### config.mk
export PLATFORM = sky130hd
export DESIGN_NAME = spike_event_collector_flat
export DESIGN_NICKNAME = d
export VERILOG_FILES = /design/src/rtl/spike_event_collector_if.sv /design/src/rtl/spike_event_collector.sv /design/src/flat_wrapper.sv
export SDC_FILE = /design/constraint.sdc
export NUM_CORES = 1
export LEC_CHECK = 0
export BUFFER_PORTS_ARGS = -buffer_cell sky130_fd_sc_hd__buf_2
export CAP_MARGIN = 40
export CORE_MARGIN = 4
export CORE_UTILIZATION = 55
export DETAILED_ROUTE_END_ITERATION = 16
export PLACE_DENSITY = 0.74
export SYNTH_ARGS = -nofsm -noshare
export SYNTH_HDL_FRONTEND = slang
export SYNTH_SLANG_ARGS = --single-unit
### constraint.sdc
create_clock -name clk -period 4.2 [get_ports clk]
set_clock_uncertainty 0.05 [all_clocks]
set_input_delay 0.63 -clock clk [delete_from_list [all_inputs] [get_ports clk]]
set_output_delay 0.63 -clock clk [all_outputs]
set_load 0.01 [all_outputs]
### src/rtl/spike_event_collector_if.sv
// Readout stream of spike events: one {column, timestamp} per transfer.
//
// Handshake: the producer raises ev_valid whenever ev_addr/ev_time hold an
// event and keeps them stable until the consumer accepts it. A transfer
// happens on every rising clk edge where ev_valid and ev_ready are both 1.
// ev_ready may be asserted regardless of ev_valid and has no effect when
// ev_valid is low.
interface spike_event_collector_if #(
    parameter int AW       = 1,
    parameter int TS_WIDTH = 16
);
    logic                ev_valid;
    logic                ev_ready;
    logic [AW-1:0]       ev_addr;
    logic [TS_WIDTH-1:0] ev_time;

    modport master (output ev_valid, output ev_addr, output ev_time, input ev_ready);
    modport slave  (input ev_valid, input ev_addr, input ev_time, output ev_ready);
endinterface

### src/rtl/spike_event_collector.sv
// Spike event collector: timestamps per-column spikes, arbitrates columns
// round-robin into an event FIFO read out over a valid/ready stream, and
// counts spikes that could not be held.
module spike_event_collector #(
    parameter int NUM_COLS   = 2,
    parameter int TS_WIDTH   = 16,
    parameter int DEPTH      = 8,
    parameter int DROP_WIDTH = 16,
    localparam int AW = (NUM_COLS > 1) ? $clog2(NUM_COLS) : 1,
    localparam int LW = $clog2(DEPTH + 1)
) (
    input  logic                  clk,
    input  logic                  reset,
    input  logic [NUM_COLS-1:0]   spike_in,
    input  logic                  ts_clear,
    spike_event_collector_if.master ev,
    output logic [LW-1:0]         fifo_level,
    output logic [DROP_WIDTH-1:0] drop_count,
    output logic                  overflow
);
    localparam int PW = $clog2(DEPTH);
    localparam int EW = AW + TS_WIDTH;

    logic [TS_WIDTH-1:0]   ts;
    logic [NUM_COLS-1:0]   pending;
    logic [TS_WIDTH-1:0]   ts_lat [NUM_COLS];
    logic [AW-1:0]         rr_ptr;
    logic [AW-1:0]         rr_next;
    logic [EW-1:0]         mem [DEPTH];
    logic [PW-1:0]         wr_ptr;
    logic [PW-1:0]         rd_ptr;
    logic [LW-1:0]         level;
    logic                  pop;
    logic                  can_write;
    logic                  grant_v;
    logic [AW-1:0]         grant_idx;
    logic [NUM_COLS-1:0]   drop_vec;
    logic [DROP_WIDTH:0]   drop_n;
    logic [DROP_WIDTH:0]   drop_sum;
    logic [EW-1:0]         head;

    assign pop        = ev.ev_valid & ev.ev_ready;
    // A full FIFO still accepts a push when the head leaves in the same cycle.
    assign can_write  = (level < LW'(DEPTH)) | pop;
    assign head       = mem[rd_ptr];
    assign fifo_level = level;

    // Head outputs read zero while the FIFO is empty so reset shows a clean bus.
    assign ev.ev_valid = (level != '0);
    assign ev.ev_addr  = ev.ev_valid ? head[EW-1:TS_WIDTH] : '0;
    assign ev.ev_time  = ev.ev_valid ? head[TS_WIDTH-1:0]  : '0;

    // Free-running timestamp; clear wins over increment.
    always_ff @(posedge clk or negedge reset) begin
        if (!reset)        ts <= '0;
        else if (ts_clear) ts <= '0;
        else               ts <= ts + TS_WIDTH'(1);
    end

    // Round-robin search for the first pending column starting at rr_ptr.
    always_comb begin
        int idx;
        grant_v   = 1'b0;
        grant_idx = '0;
        idx       = 0;
        if (can_write) begin
            for (int i = 0; i < NUM_COLS; i++) begin
                idx = int'(rr_ptr) + i;
                if (idx >= NUM_COLS) idx = idx - NUM_COLS;
                if (!grant_v && pending[idx]) begin
                    grant_v   = 1'b1;
                    grant_idx = AW'(idx);
                end
            end
        end
    end

    // Next round-robin start: the column after the one just granted.
    always_comb begin
        rr_next = rr_ptr;
        if (grant_v) begin
            if (int'(grant_idx) == NUM_COLS - 1) rr_next = '0;
            else                                 rr_next = grant_idx + AW'(1);
        end
    end

    // A spike is lost when its column already holds an event that is not leaving now.
    always_comb begin
        drop_n = '0;
        for (int c = 0; c < NUM_COLS; c++) begin
            drop_vec[c] = spike_in[c] & pending[c] & ~(grant_v && (grant_idx == AW'(c)));
            drop_n      = drop_n + (DROP_WIDTH + 1)'(drop_vec[c]);
        end
        drop_sum = {1'b0, drop_count} + drop_n;
    end

    // Per-column capture: one held event per column, re-armed when it is granted.
    always_ff @(posedge clk or negedge reset) begin
        if (!reset) begin
            pending <= '0;
            for (int c = 0; c < NUM_COLS; c++) ts_lat[c] <= '0;
        end else begin
            for (int c = 0; c < NUM_COLS; c++) begin
                if (spike_in[c]) begin
                    if (!pending[c] || (grant_v && (grant_idx == AW'(c)))) begin
                        pending[c] <= 1'b1;
                        ts_lat[c]  <= ts;
                    end
                end else if (grant_v && (grant_idx == AW'(c))) begin
                    pending[c] <= 1'b0;
                end
            end
        end
    end

    // Arbiter pointer.
    always_ff @(posedge clk or negedge reset) begin
        if (!reset) rr_ptr <= '0;
        else        rr_ptr <= rr_next;
    end

    // FIFO storage; contents need no reset because level gates visibility.
    always_ff @(posedge clk) begin
        if (grant_v) mem[wr_ptr] <= {grant_idx, ts_lat[grant_idx]};
    end

    // FIFO pointers and occupancy.
    always_ff @(posedge clk or negedge reset) begin
        if (!reset) begin
            wr_ptr <= '0;
            rd_ptr <= '0;
            level  <= '0;
        end else begin
            if (grant_v) wr_ptr <= wr_ptr + PW'(1);
            if (pop)     rd_ptr <= rd_ptr + PW'(1);
            case ({grant_v, pop})
                2'b10:   level <= level + LW'(1);
                2'b01:   level <= level - LW'(1);
                default: level <= level;
            endcase
        end
    end

    // Saturating drop counter and sticky overflow flag.
    always_ff @(posedge clk or negedge reset) begin
        if (!reset) begin
            drop_count <= '0;
            overflow   <= 1'b0;
        end else if (drop_vec != '0) begin
            drop_count <= drop_sum[DROP_WIDTH] ? '1 : drop_sum[DROP_WIDTH-1:0];
            overflow   <= 1'b1;
        end
    end
endmodule

### src/flat_wrapper.sv
// flat-port wrapper written by rule: the top's interface ports become plain ports
module spike_event_collector_flat 
#(
    parameter int NUM_COLS   = 2,
    parameter int TS_WIDTH   = 16,
    parameter int DEPTH      = 8,
    parameter int DROP_WIDTH = 16,
    localparam int AW = (NUM_COLS > 1) ? $clog2(NUM_COLS) : 1,
    localparam int LW = $clog2(DEPTH + 1)
)
  (clk, reset, spike_in, ts_clear, fifo_level, drop_count, overflow, ev_ev_valid, ev_ev_addr, ev_ev_time, ev_ev_ready);
  spike_event_collector_if #(.AW((1)), .TS_WIDTH(TS_WIDTH)) ev_i ();
  input  logic clk;
  input  logic reset;
  input  logic [NUM_COLS-1:0] spike_in;
  input  logic ts_clear;
  output logic [LW-1:0] fifo_level;
  output logic [DROP_WIDTH-1:0] drop_count;
  output logic overflow;
  output wire logic [$bits(ev_i.ev_valid)-1:0] ev_ev_valid;
  output wire logic [$bits(ev_i.ev_addr)-1:0] ev_ev_addr;
  output wire logic [$bits(ev_i.ev_time)-1:0] ev_ev_time;
  input wire logic [$bits(ev_i.ev_ready)-1:0] ev_ev_ready;
  assign ev_ev_valid = ev_i.ev_valid;
  assign ev_ev_addr = ev_i.ev_addr;
  assign ev_ev_time = ev_i.ev_time;
  assign ev_i.ev_ready = ev_ev_ready;
  spike_event_collector #(.NUM_COLS(NUM_COLS), .TS_WIDTH(TS_WIDTH), .DEPTH(DEPTH), .DROP_WIDTH(DROP_WIDTH)) u_core (.clk(clk), .reset(reset), .spike_in(spike_in), .ts_clear(ts_clear), .ev(ev_i), .fifo_level(fifo_level), .drop_count(drop_count), .overflow(overflow));
endmodule
==> summary.txt, run 1 <==
STA
  • Endpoints failing setup: 0
  • Slew Limit Fails: 0
  • Max_slew headroom: between 50% and 60%
  • Achievable frequency: 303.5 MHz
  • Worst hold slack: roughly 0.32 ns
  • Slew @ Worst Pin: 0.7280 ns
  • Crit path time final: between 3 and 4 ns
  • Total negative slack: 0 ns
  • Crit share post-route: approximately 78%
  • Final Hold Violating Endpoints: 0
  • Unrepaired setup endpoints after global routing: false

Clock network
  • Longest Clk Path Bufs: 3
  • Max H-tree Level: 1
  • TritonCTS clock tree: built
  • Root Buffer: clkbuf_16
  • Post-cts resize count: 0
  • Cts-stage hold buffer count: 1
  • Post-CTS Setup Bufs: 0
  • Clock transition at the registers of the reported paths: ~0.060 ns
  • Clk sinks: between 200 and 250
  • CTS buffer count: 22
  • Clock latency at the later pin of the worst-skew pair: 0.49 ns

Worst setup path
  • Setup CP Type: reg -> out
  • CP arrival: ~2.6 ns
  • Critical Path Fanout Max: 22
  • CP Capture Type: primary output
  • R2r setup slk: between 1 and 1.5 ns
  • Crit path launch type: flop
  • CP required: approximately 3.5 ns

Synthesis
  • Sequential area share after synthesis: between 60% and 70%
  • Synth async-reset ratio: 36.45%
  • Avg Cell Area, Syn: 16.22 µm²
  • EDFF count, synth: approximately 140
  • Post-synth cell types: 50
  • Yosys warns: 0
  • Mapped Cells: 556
  • Syn_nets: roughly 570
  • Yosys reg bits: between 200 and 250
  • Mapped cell area: ~0.009 mm²
  • Most used DFF post-synth: edfxtp_1

Floorplan
  • Starting density of the core: around 56%
  • Die Wd: about 140 µm
  • Die Area: 0.01851 mm²
  • Die Y: around 140 µm
  • Ports: between 40 and 50
  • Core area: approximately 0.016 mm²
  • Number of cell rows: 46

Route
  • WL per Instance: 19.45 µm
  • DRT Pass-1 Iters: 4
  • Post-DR vias/cell: roughly 5.6
  • DR iter-0 viols: ~300
  • Total via count after detailed routing: 4816
  • Routed wire length: 16610 µm
  • Routed Antenna Nets: 0
  • DRC: 0

Pwr
  • PD cells: 681.4 mW/mm²
  • Cell-internal power: between 4 and 5 mW
  • Psw: around 2.1 mW
  • Sw Ratio: 30.43%
  • Leakage: ~4.2 nW
  • Comb pwr share: 28.8%
  • Clock power frac: 28.7%
  • Sequential share of power: 42.5%
  • Peak supply drop: about 0.30 mV

Placement
  • Detailed Place HPWL: 10760 µm
  • RD Place Congestion: ~0.8
  • IO buf count: 44

Global route
  • First-pass GRT wire length: 27150 µm
  • Vias in the first global route: ~5k
  • Tot GR Track Use: 18.78%
  • Largest net degree at the start of global routing: 59
  • Global-route congestion overflow total: 0
  • Antenna violations before repair: 0

Job
  • Max cap viols: 0

Finish
  • Diode count: 0
  • Fill cell total of the finished layout: approximately 1.2k
  • Most frequent cells in the layout: 136 x edfxtp_1, 77 x dfrtp_1, 51 x mux2_1, 43 x buf_2, 42 x nor2_1
  • FF+latch area: 0.006037 mm²
  • Final #Nets: 640
  • Most common cell after layout, fill and taps aside: edfxtp_1
  • Share of layout cells above drive strength 1: between 20% and 30%
  • Area of the multi-input gates: around 0.0028 mm²
  • Layout Area Growth over Synthesis: 14.82%

Run status
  • Status: finished clean

Min path
  • Worst Hold Class: in -> reg
[worst max-delay path: stages (launching register included)]
cell,delay (ns)
dfrtp_2,0.84
buf_4,0.31
mux4_2,0.52
mux2i_1,0.24
nor2_1,0.07
buf_2,0.14
[cells by family (layout without fill, tap and decap cells)]
group / Yosys count / in the layout / share of synthesized area [%]
flops: 214 / 214 / 66.93
simple gates: 140 / 140 / 8.324
mux: 104 / 104 / 17.02
buf+inv: 38 / 120 / 1.914
xor+xnor: 26 / 26 / 2.525
compound gates: 22 / 22 / 1.457
fa+ha+maj: 12 / 12 / 1.831
[layer usage]
metal / GRT usage (%) / wire length [µm] / part of all wire (%) / vias up
li1: - / - / - / 2222
met3: 3.257 / 747 / 4.5 / 18
met4: 3.527 / 193 / 1.2 / 0
met1: 25.30 / 7000 / 42 / 2468
met2: 32.72 / 8671 / 52 / 108
met5: 0 / 0 / 0 / -
[flip-flops by register name, summed over array words and instances, names as in the netlist]
signal,cells
u_core.ts_lat,32
u_core.fifo_level,4
u_core.ts,16
u_core.drop_count,16
u_core.rd_ptr,3
u_core.mem,136
u_core.pending,2
u_core.rr_ptr,1
u_core.overflow,1
u_core.wr_ptr,3
[synthesized netlist by cell type, drive strengths merged (3+ instances only)]
| master | instances | area [µm²] |
|---|---|---|
| nand4 | 6 | 43.79 |
| xnor2 | 21 | 183.9 |
| o21a | 3 | 22.52 |
| dfrtp | 78 | 1952 |
| nor2 | 43 | 168.9 |
| mux4 | 34 | 765.7 |
| nor3b | 3 | 22.52 |
| nand2b | 5 | 31.28 |
| nand2 | 33 | 128.9 |
| o21ai | 10 | 53.80 |
| nor2b | 3 | 18.77 |
| nor4 | 10 | 92.59 |
| mux2i | 18 | 180.2 |
| xor2 | 5 | 43.79 |
| ha | 10 | 125.1 |
| nor3 | 13 | 65.06 |
| edfxtp | 136 | 4084 |
| or3 | 4 | 25.02 |
| clkbuf | 6 | 23.77 |
| mux2 | 52 | 589.3 |
| a21oi | 5 | 25.02 |
| inv | 19 | 71.32 |
| buf | 13 | 77.57 |
| nand3 | 10 | 55.05 |
[worst paths after layout]
kind | depth (start not counted) | to | start
worst min register to register | 1 | u_core.overflow | u_core.overflow
min in group asynchronous | 2 | u_core.drop_count[6] | reset
worst min-delay path | 3 | u_core.pending[1] | spike_in[1]
worst max register to register | 12 | u_core.drop_count[14] | u_core.fifo_level[3]
worst max-delay path | 5 | ev_ev_time[13] | u_core.rd_ptr[0]
max in group asynchronous | 3 | u_core.ts[0] | reset
[power groups by stage]
stage | sequential (mW) | combinational [mW] | clock [mW]
final | 3.00 | 2.03 | 2.02
after global routing | 3.05 | 2.21 | 2.15
after CTS | 3.01 | 2.06 | 2.05
after detailed placement | 3.05 | 2.05 | 0
after global placement | 3.01 | 1.99 | 0
after floorplan | 2.91 | 1.49 | 0
[layout make-up]
cell class / instances / area share (%)
Clock buffer: 31 / 6.235
Clock inverter: 9 / 1.172
Inverter: 19 / 0.6887
Multi-Input combinational cell: 304 / 27.39
Sequential cell: 214 / 58.30
Tap cell: 216 / 2.610
Timing Repair Buffer: 61 / 3.601
[stage by stage]
| stage | utilization, % | area, µm² | power, mW | setup slack, ns | instances |
|---|---|---|---|---|---|
| 2_1_floorplan | - | 9019 | 4.396 | 0.9525 | 556 |
| 3_3_place_gp | 59.64 | 9543 | 4.998 | 0.8233 | 811 |
| 4_1_cts | 64.67 | 10350 | 7.128 | 0.8336 | 853 |
| 6_report | 64.72 | 10350 | 7.055 | 0.9052 | 854 |
| 5_1_grt | 64.72 | 10350 | 7.411 | 0.7231 | 854 |
| 3_5_place_dp | 59.81 | 9570 | 5.096 | 0.7437 | 812 |
Power figures use the tool's default switching activity.
==> run 2: changes to the inputs <==
Settings changed: ABC_AREA from default to 1, PLACE_DENSITY 0.74 to 0.76.
Clock period 4.2 ns to 2.8 ns, I/O delays scaled along.
==> run 2 against run 1 <==
  * Routed wire length rose by 9.6%
  * Setup slack got worse by 0.69 ns
  * Sequential power rose by 45%
  * Register-to-register slack got worse by 0.79 ns
  * Critical path depth rose by 1
  * Sequential cell count did not move
  * Cell count rose by 40%
  * Die area rose by 2.4%
  * Non-clock buffer count rose by 16
  * Critical endpoint is now ev_ev_time[14]
  * Largest cell class unchanged
==> summary.txt, run 2 <==
Synthesis
  • Synth top area share: 44.17% (-1.1 points)
  • Post-synth cell types: 33 (-34%)
  • Yosys top cell by area: edfxtp_1
  • Mapped Cells: 893 (+61%)
  • Most common library cells after synthesis: 185 x nand2_1, 165 x nor2_1, 136 x edfxtp_1
  • Most numerous cell in the Yosys netlist: nand2_1
  • Yosys reg bits: 214 (unchanged)
  • Synth async-reset ratio: 36.45% (unchanged)
  • Syn_nets: 911 (+59%)
  • EDFF count, synth: 136 (unchanged)
  • Sequential area share after synthesis: 65.29% (-1.6 points)
  • Largest cells by area after synthesis: edfxtp_1 44%, dfrtp_1 21%, nand2_1 7.5%
  • Mapped cell area: 0.009245 mm² (+2.5%)
  • Most used DFF post-synth: edfxtp_1
  • Yosys warns: 0 (unchanged)
  • Avg Cell Area, Syn: 10.35 µm² (-36%)

Finish
  • Final #Nets: 975 (+52%)
  • Fill cell total of the finished layout: 1266 (+9.3%)
  • Most frequent cells in the layout: 185 x nand2_1, 163 x nor2_1, 136 x edfxtp_1, 94 x o21ai_0, 77 x dfrtp_1
  • Share of layout cells above drive strength 1: 13.58% (-9.6 points)
  • Final Core Density: 63.44% (-1.3 points)
  • Layout Area Growth over Synthesis: 13.39%
  • Max reg flops: 136 (unchanged)
  • Non-filler cells in the finished layout: 1192 (+40%)
  • Largest regs: u_core.mem: 136 flops, u_core.ts_lat: 32 flops
  • Area of the multi-input gates: 0.002813 mm² (-0.84%)
  • Diode count: 0 (unchanged)
  • Design area: 0.01048 mm² (+1.2%)
  • Most common cell after layout, fill and taps aside: nand2_1
  • FF+latch area: 0.006037 mm² (unchanged)
  • Most flop-heavy register: u_core.mem

Placement
  • Dpl cells: 1152 (+42%)
  • RD Place Congestion: 0.7942 (-1.5%)
  • Detailed Place HPWL: 11250 µm (+4.6%)
  • IO buf count: 44 (unchanged)
  • Placement Setup Slack: 0.02585 ns (-0.7179 ns)
  • Post-DP Area: 0.009799 mm² (+2.4%)

Global route
  • Vias in the first global route: 6168 (+22%)
  • Antenna violations before repair: 0 (unchanged)
  • Tot GR Track Use: 20.04% (+1.3 points)
  • Global-route congestion overflow total: 0 (unchanged)
  • Largest net degree at the start of global routing: 53 (-10%)
  • First-pass GRT wire length: 30170 µm (+11%)

Route
  • Post-DR vias/cell: 5.258 (-6.8%)
  • Routed Antenna Nets: 0 (unchanged)
  • Routed wire length: 18200 µm (+9.6%)
  • Total via count after detailed routing: 6268 (+30%)
  • WL per Instance: 15.27 µm (-21%)
  • DRC: 0 (unchanged)
  • DR iter-0 viols: 487 (+63%)
  • DRT Pass-1 Iters: 5 (+1)

STA
  • Crit share post-route: between 90% and 100%
  • Slew @ Worst Pin: 0.5801 ns (-0.1479 ns)
  • Achievable frequency: 386.4 MHz
  • Unrepaired setup endpoints after global routing: false
  • PnR worst setup slack: 0.2119 ns (-0.6933 ns)
  • Final Hold Violating Endpoints: 0 (unchanged)
  • Crit path time final: roughly 2.6 ns
  • Worst hold slack: 0.1835 ns (-0.1341 ns)
  • Slew Limit Fails: 0 (unchanged)
  • Total negative slack: 0 ns (unchanged)
  • Endpoints failing setup: 0 (unchanged)
  • Max_slew headroom: 61.28% (+10 points)

Worst setup path
  • Critical Path Fanout Max: 52 (+140%)
  • Critical Path Max Stage Delay: 0.46 ns (-0.38 ns)
  • CP arrival: 2.12 ns (-0.49 ns)
  • CP required: 2.33 ns (-1.19 ns)
  • CP Capture Type: primary output
  • CP max stage cell: buf_4
  • Crit path launch type: flop
  • Setup CP Type: reg -> out
  • Reg2reg path depth: 16 (+4)
  • Critical Path, Cell by Cell: buf_4 -> o21ai_0 -> o211ai_1 -> nand2_1 -> nor2_1 -> buf_2

Pwr
  • PD cells: 1027 mW/mm² (+51%)
  • Design Power: 10.76 mW (+53%)
  • Peak supply drop: 0.5748 mV (+90%)
  • Leakage: 4.361 nW (+5.0%)

Run status
  • Status: finished clean

Job
  • Max cap viols: 0 (unchanged)

Min path
  • Hold-critical path depth: 2 (-1)
  • Worst Hold Class: in -> reg

Clock network
  • CTS buffer count: 22 (unchanged)
  • Clk sinks: 214 (unchanged)
  • Max H-tree Level: 1 (unchanged)
  • Clock transition at the registers of the reported paths: 0.06 ns (about the same)
  • TritonCTS clock tree: built
  • Root Buffer: clkbuf_16
  • Longest Clk Path Bufs: 3 (unchanged)
  • Clock latency at the later pin of the worst-skew pair: 0.49 ns (about the same)

Floorplan
  • Die Y: 137.7 µm (+1.2%)
  • Ports: 45 (unchanged)
  • Core area: 0.01652 mm² (+3.3%)
  • Die Wd: 137.7 µm (+1.2%)
  • Die Area: 0.01895 mm² (+2.4%)
  • Number of cell rows: 47 (+2.2%)
  • Starting density of the core: 55.95% (-0.42 points)
run 2: power by group:
part,internal [mW],switching [mW],total (mW)
Sequential,4.13,0.234,4.36
Clock,1.55,1.12,2.67
Combinational,1.24,2.49,3.73
run 2: cell type report:
type | count | share of cell area (%)
sequential | 214 | 57.59
multi-input combinational | 587 | 26.83
clock buffer | 32 | 5.980
timing repair buffer | 77 | 4.631
tap | 220 | 2.626
inverter | 55 | 1.969
clock inverter | 7 | 0.3700
run 2: worst paths after layout:
kind	startpoint	end	slack [ns]
setup / recovery	u_core.rd_ptr[1]	ev_ev_time[14]	0.21
hold / removal	ts_clear	u_core.ts[15]	0.18
setup reg to reg	u_core.pending[1]	u_core.drop_count[1]	0.26
hold reg to reg	u_core.overflow	u_core.overflow	0.42
max in group asynchronous	reset	u_core.ts[12]	1.76
min in group asynchronous	reset	u_core.drop_count[13]	0.35
run 2: kinds of logic (layout without fill, tap and decap cells):
family	count (synthesis)	after routing	share of synthesized area [%]
AO/OA/AOI/OAI	152	152	9.514
XOR/XNOR	11	11	1.042
adder cells (fa/ha/maj)	12	12	1.786
buffers and inverters	92	171	4.371
flip-flops	214	214	65.29
AND/OR/NAND/NOR	412	412	18.00
run 2: timing repair:
| item | in CTS | in global routing |
|---|---|---|
| hold endpoints to repair | 26 | 0 |
| gates resized for setup | 0 | 3 |
| setup buffers | 0 | 0 |
| hold buffers | 1 | 0 |
| endpoints found under the setup margin | 0 | 15 |
run 2: critical path, delay by kind of cell, from the launching register on:
| kind | cells | cell delay, ns |
|---|---|---|
| AOI/OAI and AO/OA | 2 | 0.38 |
| DFF | 1 | 0.35 |
| buffers and inverters | 2 | 0.64 |
| and+or+nand+nor | 2 | 0.26 |
run 2: routing by layer:
layer	vias up	track usage (%)	part of all wire, %
li1	3144	-	-
met1	2977	27.19	45
met2	113	34.03	49
met3	34	2.849	4.2
met4	0	5.543	1.8
met5	-	0	0
